**src/rtl/lc3b_defs_pkg.sv**
```systemverilog
// Shared encodings for the LC-3b control path: opcodes, mux selects, ALU ops
// and the microsequencer state numbering (visible on the STATE debug port).
package lc3b_defs;

   localparam logic [3:0] OP_BR  = 4'b0000;
   localparam logic [3:0] OP_ADD = 4'b0001;
   localparam logic [3:0] OP_AND = 4'b0101;
   localparam logic [3:0] OP_LDW = 4'b0110;
   localparam logic [3:0] OP_STW = 4'b0111;
   localparam logic [3:0] OP_XOR = 4'b1001;
   localparam logic [3:0] OP_JMP = 4'b1100;
   localparam logic [3:0] OP_LEA = 4'b1110;

   typedef enum logic [1:0] {
      ALU_ADD   = 2'd0,
      ALU_AND   = 2'd1,
      ALU_XOR   = 2'd2,
      ALU_PASSA = 2'd3
   } alu_k_e;

   typedef enum logic [1:0] {
      PC_INC   = 2'd0,
      PC_BUS   = 2'd1,
      PC_ADDER = 2'd2
   } pc_sel_e;

   typedef enum logic [1:0] {
      A2_ZERO    = 2'd0,
      A2_OFF6    = 2'd1,
      A2_PCOFF9  = 2'd2,
      A2_PCOFF11 = 2'd3
   } addr2_sel_e;

   typedef enum logic [4:0] {
      S_IDLE     = 5'd0,
      S_FETCH1   = 5'd1,
      S_FETCH2   = 5'd2,
      S_FETCH3   = 5'd3,
      S_DECODE   = 5'd4,
      S_EXEC_ALU = 5'd5,
      S_BR       = 5'd6,
      S_JMP      = 5'd7,
      S_LEA      = 5'd8,
      S_LDW1     = 5'd9,
      S_LDW2     = 5'd10,
      S_LDW3     = 5'd11,
      S_STW1     = 5'd12,
      S_STW2     = 5'd13,
      S_STW3     = 5'd14,
      S_HALT     = 5'd15
   } state_e;

   // States that wait on MEM_R and are guarded by the timeout counter.
   function automatic logic is_mem_state(input state_e s);
      return (s == S_FETCH2) || (s == S_LDW2) || (s == S_STW3);
   endfunction

endpackage

```
**src/rtl/lc3b_mem_wait.sv**
```systemverilog
// Memory wait timeout counter. Held at zero while clr is high; counts the
// cycles a memory state has spent without MEM_R. timeout flags the last
// allowed waiting cycle, so a ready on that same cycle still succeeds.
module lc3b_mem_wait #(
   parameter int unsigned MAX = 15
) (
   input  logic clk,
   input  logic rst,
   input  logic clr,
   input  logic cnt_en,
   output logic timeout
);

   localparam int unsigned CW = $clog2(MAX + 1);

   logic [CW-1:0] count;

   // Wait-cycle count: cleared outside memory states, advances on each stalled cycle.
   always_ff @(posedge clk or posedge rst) begin
      if (rst) begin
         count <= '0;
      end else if (clr) begin
         count <= '0;
      end else if (cnt_en && !timeout) begin
         count <= count + 1'b1;
      end
   end

   assign timeout = cnt_en && (count == CW'(MAX - 1));

endmodule

```
**src/rtl/lc3b_ctrl_fsm.sv**
```systemverilog
// LC-3b microsequencer: Moore control FSM for fetch/decode/execute of
// ADD, AND, XOR, BR, JMP, LDW, STW and LEA, with a memory-wait timeout.
module lc3b_ctrl_fsm
   import lc3b_defs::*;
#(
   parameter int unsigned MEM_WAIT_MAX = 15
) (
   input  logic        clk,
   input  logic        rst,
   input  logic [15:0] IR,
   input  logic        N,
   input  logic        Z,
   input  logic        P,
   input  logic        MEM_R,
   output logic        LD_IR,
   output logic        LD_PC,
   output logic        LD_REG,
   output logic        LD_CC,
   output logic        LD_MAR,
   output logic        LD_MDR,
   output logic [1:0]  PC_SEL,
   output logic [1:0]  ALU_K,
   output logic        SR2_IMM,
   output logic [2:0]  DR,
   output logic [2:0]  SR1,
   output logic [2:0]  SR2,
   output logic        ADDR1_SEL,
   output logic [1:0]  ADDR2_SEL,
   output logic        LSHF1,
   output logic        GATE_PC,
   output logic        GATE_ALU,
   output logic        GATE_MDR,
   output logic        GATE_MARMUX,
   output logic        MEM_EN,
   output logic        MEM_WE,
   output logic        HALT,
   output logic        BUS_ERR,
   output logic [4:0]  STATE
);

   state_e state, state_nx;
   logic   in_mem, timeout, ben, bus_err_q;
   logic   ir_unused;

   // IR[4:3] carry no control information for the supported instructions.
   assign ir_unused = ^IR[4:3];

   assign in_mem = is_mem_state(state);
   assign ben    = (IR[11] & N) | (IR[10] & Z) | (IR[9] & P);

   lc3b_mem_wait #(.MAX(MEM_WAIT_MAX)) u_mem_wait (
      .clk     (clk),
      .rst     (rst),
      .clr     (!in_mem),
      .cnt_en  (in_mem && !MEM_R),
      .timeout (timeout)
   );

   // State register and sticky bus-error flag.
   always_ff @(posedge clk or posedge rst) begin
      if (rst) begin
         state     <= S_IDLE;
         bus_err_q <= 1'b0;
      end else begin
         state <= state_nx;
         if (timeout) bus_err_q <= 1'b1;
      end
   end

   // Next-state and Moore control outputs decoded from state and IR.
   always_comb begin
      state_nx    = state;
      LD_IR       = 1'b0;
      LD_PC       = 1'b0;
      LD_REG      = 1'b0;
      LD_CC       = 1'b0;
      LD_MAR      = 1'b0;
      LD_MDR      = 1'b0;
      PC_SEL      = PC_INC;
      ALU_K       = ALU_ADD;
      SR2_IMM     = 1'b0;
      DR          = 3'd0;
      SR1         = 3'd0;
      SR2         = 3'd0;
      ADDR1_SEL   = 1'b0;
      ADDR2_SEL   = A2_ZERO;
      LSHF1       = 1'b0;
      GATE_PC     = 1'b0;
      GATE_ALU    = 1'b0;
      GATE_MDR    = 1'b0;
      GATE_MARMUX = 1'b0;
      MEM_EN      = 1'b0;
      MEM_WE      = 1'b0;
      HALT        = 1'b0;
      unique case (state)
         S_IDLE: state_nx = S_FETCH1;
         S_FETCH1: begin
            GATE_PC = 1'b1; LD_MAR = 1'b1; LD_PC = 1'b1; PC_SEL = PC_INC;
            state_nx = S_FETCH2;
         end
         S_FETCH2: begin
            MEM_EN = 1'b1; LD_MDR = 1'b1;
            if (MEM_R)        state_nx = S_FETCH3;
            else if (timeout) state_nx = S_HALT;
         end
         S_FETCH3: begin
            GATE_MDR = 1'b1; LD_IR = 1'b1;
            state_nx = S_DECODE;
         end
         S_DECODE: begin
            case (IR[15:12])
               OP_ADD, OP_AND, OP_XOR: state_nx = S_EXEC_ALU;
               OP_BR:                  state_nx = S_BR;
               OP_JMP:                 state_nx = S_JMP;
               OP_LDW:                 state_nx = S_LDW1;
               OP_STW:                 state_nx = S_STW1;
               OP_LEA:                 state_nx = S_LEA;
               default:                state_nx = S_HALT;
            endcase
         end
         S_EXEC_ALU: begin
            DR = IR[11:9]; SR1 = IR[8:6]; SR2 = IR[2:0]; SR2_IMM = IR[5];
            case (IR[15:12])
               OP_AND:  ALU_K = ALU_AND;
               OP_XOR:  ALU_K = ALU_XOR;
               default: ALU_K = ALU_ADD;
            endcase
            GATE_ALU = 1'b1; LD_REG = 1'b1; LD_CC = 1'b1;
            state_nx = S_FETCH1;
         end
         S_BR: begin
            if (ben) begin
               LD_PC = 1'b1; PC_SEL = PC_ADDER; ADDR1_SEL = 1'b0;
               ADDR2_SEL = A2_PCOFF9; LSHF1 = 1'b1;
            end
            state_nx = S_FETCH1;
         end
         S_JMP: begin
            SR1 = IR[8:6]; ADDR1_SEL = 1'b1; ADDR2_SEL = A2_ZERO;
            PC_SEL = PC_ADDER; LD_PC = 1'b1;
            state_nx = S_FETCH1;
         end
         S_LEA: begin
            DR = IR[11:9]; ADDR1_SEL = 1'b0; ADDR2_SEL = A2_PCOFF9; LSHF1 = 1'b1;
            GATE_MARMUX = 1'b1; LD_REG = 1'b1;
            state_nx = S_FETCH1;
         end
         S_LDW1, S_STW1: begin
            SR1 = IR[8:6]; ADDR1_SEL = 1'b1; ADDR2_SEL = A2_OFF6; LSHF1 = 1'b1;
            GATE_MARMUX = 1'b1; LD_MAR = 1'b1;
            state_nx = (state == S_LDW1) ? S_LDW2 : S_STW2;
         end
         S_LDW2: begin
            MEM_EN = 1'b1; LD_MDR = 1'b1;
            if (MEM_R)        state_nx = S_LDW3;
            else if (timeout) state_nx = S_HALT;
         end
         S_LDW3: begin
            DR = IR[11:9]; GATE_MDR = 1'b1; LD_REG = 1'b1; LD_CC = 1'b1;
            state_nx = S_FETCH1;
         end
         S_STW2: begin
            SR1 = IR[11:9]; ALU_K = ALU_PASSA; GATE_ALU = 1'b1; LD_MDR = 1'b1;
            state_nx = S_STW3;
         end
         S_STW3: begin
            MEM_EN = 1'b1; MEM_WE = 1'b1;
            if (MEM_R)        state_nx = S_FETCH1;
            else if (timeout) state_nx = S_HALT;
         end
         S_HALT: begin
            HALT = 1'b1;
            state_nx = S_HALT;
         end
         default: state_nx = S_HALT;
      endcase
   end

   assign BUS_ERR = bus_err_q;
   assign STATE   = state;

endmodule

```
**config.mk**
```make
export PLATFORM = sky130hd
export DESIGN_NAME = lc3b_ctrl_fsm
export DESIGN_NICKNAME = d
export VERILOG_FILES = /design/src/rtl/lc3b_defs_pkg.sv /design/src/rtl/lc3b_mem_wait.sv /design/src/rtl/lc3b_ctrl_fsm.sv
export SDC_FILE = /design/constraint.sdc
export NUM_CORES = 1
export LEC_CHECK = 0
export CORE_MARGIN = 5
export CORE_UTILIZATION = 50
export DETAILED_ROUTE_END_ITERATION = 10
export DONT_BUFFER_PORTS = 1
export GPL_TIMING_DRIVEN = 0
export PLACE_DENSITY = 0.69
export SLEW_MARGIN = 10
export SYNTH_ARGS = -nofsm -noshare
export SYNTH_HDL_FRONTEND = slang
export SYNTH_SLANG_ARGS = --single-unit
```
**constraint.sdc**
```tcl
create_clock -name clk -period 1.85 [get_ports clk]
set_input_delay 0.37 -clock clk [delete_from_list [all_inputs] [get_ports clk]]
set_output_delay 0.37 -clock clk [all_outputs]
set_load 0.005 [all_outputs]
```
-- Yosys cells after proc, flatten, opt, wreduce, memory -nomap -nowiden
Memories as Yosys holds them, arrays and structs flattened.
Index checks and enable logic that the tools add are counted.
- register bits after elaboration: 10
- memory bits (read-only): 64
- bits of input ports: 22
- output and inout port bits: 37
- memories kept: 1
- add/sub/neg operators: 1
- equal/unequal tests: 19
- muxes and demuxes: 33
- bitwise logic cells: 5
- reductions and logical operators: 21
- memories (memory ; words ; bits a word ; read ports ; clocked after Yosys merged registers in ; wr ports ; line ; source):
    (no name shown) ; 16 ; 4 ; 1 ; 0 ; 0 ; lc3b_ctrl_fsm.sv:111 ; case (IR[15:12])
- operators with widths (cell ; count):
    one-hot mux 5 bit (9 select lines) ; 1
    == test 5 x 4 -> 1 bit, second input constant ; 8
    == test 5 x 3 -> 1 bit, second input constant ; 4
    2-to-1 mux 5 bit ; 4
    OR reduction 3 bit ; 6
    2-to-1 mux 1 bit ; 15
    one-hot mux 2 bit (2 select lines) ; 3
    == test 5 x 2 -> 1 bit, second input constant ; 2
    OR reduction 2 bit ; 5
    2-to-1 mux 3 bit ; 3
    == test 4 bit, second input constant ; 2
    2-to-1 mux 4 bit ; 2
    one-hot mux 2 bit (3 select lines) ; 1
    one-hot mux 3 bit (2 select lines) ; 1
    OR reduction 6 bit ; 1
    == test 5 x 1 -> 1 bit, second input constant ; 1
    zero test 5 bit ; 1
    adder 4 x 1 -> 4 bit, second input constant ; 1
    == test 4 x 3 -> 1 bit, second input constant ; 1
    one-hot mux 1 bit (2 select lines) ; 2
    OR reduction 4 bit ; 1
    AND 1 bit ; 3
    logical AND 1 bit ; 3
    zero test 1 bit ; 2
    4 further kinds ; 6

-- Depth between registers and ports, before layout
Gate-level depths: netlist of run 1.
- depth after elaboration: 9
- depth in mapped cells: 5

-- Cells and area by module
A second synthesis of run 1 with hierarchy kept.
- cells, all modules: 153
- area, all modules: 1209.9 µm²
- modules (own cells, without submodules) (module ; times used ; cells each ; area each (µm²) ; seq. area each (µm²)):
    lc3b_ctrl_fsm ; 1 ; 128 ; 968.4 ; 150.1
    lc3b_mem_wait ; 1 ; 25 ; 241.5 ; 100.1

-- Worst setup path after synthesis of run 1
No wires, ideal clock.
- path type: reg-to-output
- start: register state[4], in the netlist STATE[4]
- end: output LD_PC
- arrival: 1.219 ns
- path slack: 0.261 ns
- cell stages (with the launch flop): 5
- path through: dfrtp_1 > buf_2 > or2_1 > or3_1 > o31ai_1
- word-level cells in the longest chain between the ends: 3
- elaborated cells between the ends (all ways): 5
- those cells by class: eq/ne (3); mux (1); reduce/logical (1)
- ends and longest elaborated chain (element ; line ; source):
    from (decl) ; lc3b_ctrl_fsm.sv:41 ; state_e state, state_nx;
    from (signal assigned) ; lc3b_ctrl_fsm.sv:65 ; state <= state_nx;
    == test 5 x 3 -> 1 bit / == test 5 x 1 -> 1 bit (equally long branches) ; lc3b_ctrl_fsm.sv:95 ; unique case (state)
    OR reduction 2 bit (no source line) ; n/a ;
    one-hot mux 1 bit (2 select lines) * ; lc3b_ctrl_fsm.sv:95 ;
    to (decl) ; lc3b_ctrl_fsm.sv:16 ; output logic LD_PC,
Mark *: on every way between the ends. The rest lies on a longest branch, timed or not.

-- Final worst setup path of run 1
- start: register state[0], in the netlist STATE[0]
- end: output MEM_EN
- word-level cells in the longest chain between the ends: 3
- elaborated cells between the ends (all ways): 5
- those cells by class: eq/ne (3); mux (1); reduce/logical (1)
- ends and longest elaborated chain (element ; line ; source):
    == test 5 x 2 -> 1 bit / == test 5 x 4 -> 1 bit (equally long branches) ; lc3b_ctrl_fsm.sv:95 ;
    OR reduction 3 bit (no source line) * ; n/a ;
    2-to-1 mux 1 bit * ; lc3b_ctrl_fsm.sv:95 ;
    to (decl) ; lc3b_ctrl_fsm.sv:34 ; output logic MEM_EN,
Marks and branches as above.

==> impl_metrics.env, run 1 <==
export IMPL_status="finished, violations left"
export IMPL_violations="setup timing"
export IMPL_r2r_end="STATE[2]"
export IMPL_synth_cells=152
export IMPL_place_gp_congestion=0.8895
export IMPL_clock_path_buffers=2
export IMPL_syn_mean_instance_area_sq_um=7.540
export IMPL_vdd_drop_max_mv=0.7047
export IMPL_gr_usage_all_layers_pct=20.15
export IMPL_drive_above_1_share_pct=39.76
export IMPL_dieArea_sq_um=3350
export IMPL_antenna_found_initial=0
export IMPL_cap_violations=0
export IMPL_postRouteAntennaNets=0
export IMPL_drtIter0Drc=76
export IMPL_power_frac_comb_pct=71.1
export IMPL_initial_core_util_pct=52.31
export IMPL_coreArea_sq_um=2191
export IMPL_synth_seq_cells=10
export IMPL_swShare_pct=48.14
export IMPL_postPlaceCellArea_sq_um=1185
export IMPL_h_tree_depth=1
export IMPL_hold_end="u_mem_wait.count[3]"
export IMPL_clock_fmax_mhz=528.0
export IMPL_endpoint_kind="primary output"
export IMPL_worst_pin_slew_ns=0.5080
export IMPL_cts_root_buf="clkbuf_4"
export IMPL_rrSetupSlack_ns=0.24
export IMPL_dr_pass1_iters=4
export IMPL_hp_class="input port to flop"
export IMPL_finalMaxSlewViolations=0
export IMPL_die_h_um=57.88
export IMPL_cts_tree="done"
export IMPL_synthToLayoutAreaGrowth_pct=33.08
export IMPL_hp_start="MEM_R"
export IMPL_fillerInstances=173
export IMPL_clkSlewWorstSetupHoldPaths_ns=0.06
export IMPL_vias_per_cell=6.562
export IMPL_path_class="flop to primary output"
export IMPL_leakage_nw=0.6084
export IMPL_fin_ws_ns=-0.04378
export IMPL_netlist_area_sq_um=1146
export IMPL_intPower_w=0.0008681
export IMPL_rsz0062_at_grt="yes"
export IMPL_p_clk_share_pct=8.6
export IMPL_cts_sinks=10
export IMPL_fp_dieW_um=57.88
export IMPL_place_inst=181
export IMPL_ys_flop_type="dfrtp_1"
export IMPL_period_needed_ns=1.894
export IMPL_startpoint_type="flop"
export IMPL_drt_total_wl_um=3554
export IMPL_boundaryPins=59
export IMPL_min_period_over_period_pct=102.4
export IMPL_seqPwrFrac_pct=20.2
export IMPL_clock_skew_final_ns=0.006084
export IMPL_dp_hpwl_um=2391
export IMPL_synthArstFlopShare_pct=100.0
export IMPL_ys_warn_count=0
export IMPL_worstPathArrival_ns=1.52
export IMPL_finalHoldViolCount=0
export IMPL_required_ns=1.48
export IMPL_instances_no_fill=194
export IMPL_synth_edf_count=0
export IMPL_r2r_start="STATE[0]"
export IMPL_wl_per_cell_um=18.32
export IMPL_cts_made_buffers=3
export IMPL_reg2reg_depth=6
export IMPL_vias=1273
export IMPL_io_buffers=0
export IMPL_postLayoutCellArea_sq_um=1525
export IMPL_grt_overflow_total=0
export IMPL_num_nets_final=192
export IMPL_grt_pass1_wl_um=5382
export IMPL_grt_max_degree=11
export IMPL_whs_ns=0.2818
export IMPL_clkLatencyLatePin_ns=0.26
export IMPL_setup_violations=8
export IMPL_holdPathStages=2
export IMPL_p_per_area_nw_per_um2=1098
export IMPL_rows=17
export IMPL_route_detailed_drc=0
export IMPL_yosysSeqAreaShare_pct=21.83
export IMPL_switchingPower_w=0.0008059
export IMPL_max_slew_margin_pct=66.13
export IMPL_cp_max_fo=6
export IMPL_grt_pass1_vias=1176
export IMPL_num_antenna_cells=0
export IMPL_utilization_pct=69.62
export IMPL_ys_types=44
-- power groups by stage --
stage | Sequential, W | Combinational [W] | Clock (W)
2_1_floorplan | 0.000299 | 0.000655 | 0
3_3_place_gp | 0.000317 | 0.000794 | 0
3_5_place_dp | 0.000319 | 0.000802 | 0
4_1_cts | 0.000331 | 0.00101 | 0.000145
5_1_grt | 0.000347 | 0.00128 | 0.000159
6_report | 0.000338 | 0.00119 | 0.000145
-- cells by family after synthesis --
family | share of synthesized area [%]
simple gates | 36.14
other cells | 0.3272
flops | 21.83
mux | 1.747
xor+xnor | 3.057
fa+ha+maj | 2.183
compound gates | 24.78
buf+inv | 9.935
-- registers in the layout, indices dropped and copies added, names as in the netlist --
name	cells
BUS_ERR	1
STATE	5
u_mem_wait.count	4
-- placed cells by master, fill, tap and decap left out, types with 4 or more instances in the layout --
master    n
buf_4    10
buf_2     4
and2_1    6
inv_1    10
dfrtp_2   4
nand2_1   5
dfrtp_1   6
nor3_2    7
nor2_1    9
buf_6     6
-- cells in the mapped netlist (3+ instances only) --
cell type	n	area [sq um]
o32ai_1	3	26.28
and3b_1	3	26.28
nor3b_1	5	37.54
o211ai_1	3	22.52
or3_1	5	31.28
buf_2	7	35.03
and3_1	3	18.77
and2_1	6	37.54
a21oi_1	6	30.03
nand2_1	6	22.52
xnor2_1	3	26.28
inv_1	11	41.29
o21ai_0	3	15.01
nand3_1	4	20.02
nand2b_1	5	31.28
buf_4	4	30.03
nor3_1	8	40.04
a211oi_1	7	52.55
nor2_1	10	37.54
dfrtp_1	10	250.2
o21a_1	3	22.52
nor2b_1	4	25.02
-- worst max-delay path: stages (launching register included) --
cell      delay (ns)
dfrtp_2         0.46
nand2b_1        0.23
or3_1           0.33
buf_2           0.17
inv_1           0.08
-- worst max path at each step --
stage / start / endpoint / slack (ns) / depth (start not counted)
final: STATE[0] / MEM_EN / -0.04 / 4
after global routing: STATE[0] / DR[2] / -0.11 / 4
after CTS: STATE[4] / LD_PC / -0.03 / 4
after detailed placement: STATE[1] / DR[0] / 0.07 / 4
after global placement: STATE[1] / DR[2] / 0.09 / 4
after floorplan: STATE[4] / LD_PC / 0.26 / 4
-- per-layer routing --
metal / wire (um) / vias up / track usage (%)
met5: 0 / - / 0
met2: 1728 / 87 / 34.19
met1: 1340 / 601 / 24.32
li1: - / 581 / -
met4: 28 / 0 / 3.642
met3: 456 / 4 / 7.795
-- layout make-up --
class	instances	area (sq um)	share of cell area, %
multi-input cells	119	978.4	64.15
flip-flops and latches	10	255.2	16.74
plain buffers	13	111.4	7.301
repair buffers	10	81.33	5.332
inverters	11	41.29	2.707
well taps	28	35.03	2.297
clock buffers	3	22.52	1.477
-- through the flow --
step                      setup slack (ns)  TNS (ns)  total power (W)
final                             -0.04378   -0.1920         0.001674
after global routing               -0.1088   -0.9809         0.001790
after CTS                         -0.02507  -0.09255         0.001482
after detailed placement           0.06965         0         0.001121
after global placement             0.09490         0         0.001111
after floorplan                     0.2609         0        0.0009538
-- what timing repair did --
item / CTS / global route
hold buffers: 1 / 0
endpoints found under the setup margin: 20 / 27
resized for setup: 36 / 26
pin swaps: 3 / 9
endpoints found under the hold margin: 10 / 0
gates cloned: 1 / 0
buffers inserted: 6 / 2
No activity file was read; power rests on OpenSTA's default activity.
==> run 2, diff against run 1 <==
--- a/config.mk
+++ b/config.mk
@@ -10,7 +10,6 @@
 export DETAILED_ROUTE_END_ITERATION = 10
 export DONT_BUFFER_PORTS = 1
 export GPL_TIMING_DRIVEN = 0
-export PLACE_DENSITY = 0.69
 export SLEW_MARGIN = 10
 export SYNTH_ARGS = -nofsm -noshare
 export SYNTH_HDL_FRONTEND = slang
==> run 2 against run 1 <==
- the flow still finishes with violations (setup timing)
- global-route usage up 0.091 points
- cell area up 3.7%
- die area unchanged
- clock power up 6%
- worst hold slack worse by 0.0082 ns
- wire length up 6.2%
- highest routed layer unchanged
==> impl_metrics.env, run 2 (same netlist as run 1, synthesis figures left out) <==
export IMPL_postRouteAntennaNets=0
export IMPL_max_slew_margin_pct=64.47
export IMPL_grt_busiest_layer="met2"
export IMPL_hp_class="input port to flop"
export IMPL_violations="setup timing"
export IMPL_drive_above_1_share_pct=40.24
export IMPL_drtIter0Drc=89
export IMPL_status="finished, violations left"
export IMPL_wl_per_cell_um=19.15
export IMPL_cp_top_family="simple AND/OR/NAND/NOR gates"
export IMPL_dieArea_sq_um=3350
export IMPL_cap_violations=0
export IMPL_clkLatencyLatePin_ns=0.27
export IMPL_antenna_found_initial=0
export IMPL_required_ns=1.48
export IMPL_path_class="flop to primary output"
export IMPL_grt_pass1_vias=1160
export IMPL_finalHoldViolCount=0
export IMPL_io_buffers=0
export IMPL_boundaryPins=59
export IMPL_cts_made_buffers=3
export IMPL_vias=1229
export IMPL_grt_overflow_total=0
export IMPL_clock_path_buffers=2
export IMPL_p_per_area_nw_per_um2=1126
export IMPL_grt_use_met2_pct=33.39
export IMPL_leakage_nw=0.6465
export IMPL_fillerInstances=180
export IMPL_postPlaceCellArea_sq_um=1185
export IMPL_cts_root_buf="clkbuf_4"
export IMPL_gr_usage_all_layers_pct=20.24
export IMPL_setup_violations=10
export IMPL_min_period_over_period_pct=104.2
export IMPL_grt_util_met1_pct=25.10
export IMPL_cts_sinks=10
export IMPL_setup_tns_ns=-0.5126
export IMPL_cpPeakStageDelay_ns=0.44
export IMPL_vias_per_cell=6.239
export IMPL_largest_register_ffs=5
export IMPL_drt_total_wl_um=3773
export IMPL_cp_max_fo=5
export IMPL_worstPathCellList="buf_6 -> or2_4 -> or3_4 -> o31ai_2"
export IMPL_finalMaxSlewViolations=0
export IMPL_clock_skew_final_ns=0.0006466
export IMPL_fp_dieW_um=57.88
export IMPL_grt_max_degree=11
export IMPL_coreArea_sq_um=2191
export IMPL_rows=17
export IMPL_crit_buf_inv=1
export IMPL_mostFrequentLayoutCells="10 x inv_1, 10 x buf_4, 9 x nor2_1"
export IMPL_met3_usage_pct=4.900
export IMPL_rrSetupSlack_ns=0.33
export IMPL_num_nets_final=195
export IMPL_place_inst=181
export IMPL_dr_pass1_iters=4
export IMPL_cts_tree="done"
export IMPL_place_gp_congestion=0.8441
export IMPL_grt_pass1_wl_um=5471
export IMPL_rsz0062_at_grt="yes"
export IMPL_endpoint_kind="primary output"
export IMPL_num_antenna_cells=0
export IMPL_route_detailed_drc=0
export IMPL_worst_pin_slew_ns=0.5329
export IMPL_clkSlewWorstSetupHoldPaths_ns=0.06
export IMPL_period_needed_ns=1.927
export IMPL_die_h_um=57.88
export IMPL_dp_hpwl_um=2527
export IMPL_startpoint_type="flop"
export IMPL_instances_no_fill=197
export IMPL_vdd_drop_max_mv=0.6201
export IMPL_clock_fmax_mhz=519.0
export IMPL_cp_slowest_cell="dfrtp_2"
export IMPL_fin_ws_ns=-0.07682
export IMPL_worstPathArrival_ns=1.56
export IMPL_h_tree_depth=1
export IMPL_initial_core_util_pct=52.31
export IMPL_synthToLayoutAreaGrowth_pct=37.99
export IMPL_postLayoutCellArea_sq_um=1582
==> run 2: cell count changes in the layout (fill, tap and decap cells not counted), moves of 2 or more <==
| cell | change |
|---|---|
| nor3_2 | -5 |
| nor3_1 | +4 |
| nand2_2 | -2 |
| nand2b_4 | +2 |
| o32ai_2 | -2 |
| o32ai_4 | +2 |
==> run 2: worst paths after layout <==
check                         start                  end  depth (start not counted)
max                        STATE[4]                LD_PC                          4
min                           MEM_R  u_mem_wait.count[3]                          2
max reg2reg                STATE[0]             STATE[0]                          5
min reg2reg                 BUS_ERR              BUS_ERR                          1
max in group asynchronous       rst             STATE[1]                          2
min in group asynchronous       rst  u_mem_wait.count[1]                          2
==> run 2: final cells by class <==
| class | instances | area (sq um) | share of cell area [%] |
|---|---|---|---|
| plain buffers | 13 | 113.9 | 7.199 |
| clock buffers | 3 | 22.52 | 1.424 |
| inverters | 11 | 41.29 | 2.611 |
| multi-input cells | 119 | 1016 | 64.24 |
| flip-flops and latches | 10 | 256.5 | 16.22 |
| well taps | 28 | 35.03 | 2.215 |
| repair buffers | 13 | 96.34 | 6.092 |
==> run 2: metal layers <==
metal	share of wire, %	up-vias	wire, um
met2	47	52	1774
li1	-	583	-
met4	1.6	0	62
met5	0	-	0
met1	44	587	1647
met3	7.6	7	288
==> run 2: worst register-to-register path, delay by kind of cell (launching register included) <==
family | cells | cell delay (ns)
flops | 1 | 0.47
compound gates | 2 | 0.36
buf+inv | 2 | 0.31
simple gates | 1 | 0.25
==> run 2: power by group <==
part | switching (W) | internal, W
combinational | 0.000694 | 0.000585
clock | 0.0000778 | 0.0000754
sequential | 0.0000833 | 0.000264
==> run 2: what timing repair did <==
item | CTS | global route
endpoints found under the hold margin | 10 | 0
pin swaps | 3 | 10
gates cloned | 0 | 3
hold buffers | 1 | 0
resized for setup | 31 | 35
endpoints found under the setup margin | 22 | 25
buffers inserted | 1 | 8
==> run 2: through the flow <==
step           power [W]  hold slack (ns)  worst slack [ns]  util (%)
6_report        0.001780           0.2736          -0.07682     72.19
5_1_grt         0.001896           0.2729           -0.1552     72.19
3_3_place_gp    0.001118           0.2588           0.05121     54.08
4_1_cts         0.001455           0.2722          -0.08594     61.68
3_5_place_dp    0.001130           0.2677           0.03223     54.08
2_1_floorplan  0.0009538           0.2102            0.2609         -
==> run 3, diff against run 2 <==
--- a/config.mk
+++ b/config.mk
@@ -7,10 +7,11 @@
 export LEC_CHECK = 0
 export CORE_MARGIN = 5
 export CORE_UTILIZATION = 50
+export CTS_CLUSTER_SIZE = 12
 export DETAILED_ROUTE_END_ITERATION = 10
 export DONT_BUFFER_PORTS = 1
 export GPL_TIMING_DRIVEN = 0
-export SLEW_MARGIN = 10
+export SLEW_MARGIN = 20
 export SYNTH_ARGS = -nofsm -noshare
 export SYNTH_HDL_FRONTEND = slang
 export SYNTH_SLANG_ARGS = --single-unit
==> results of run 3 <==
Final layout, timing and power as in run 2 (identical DEF).
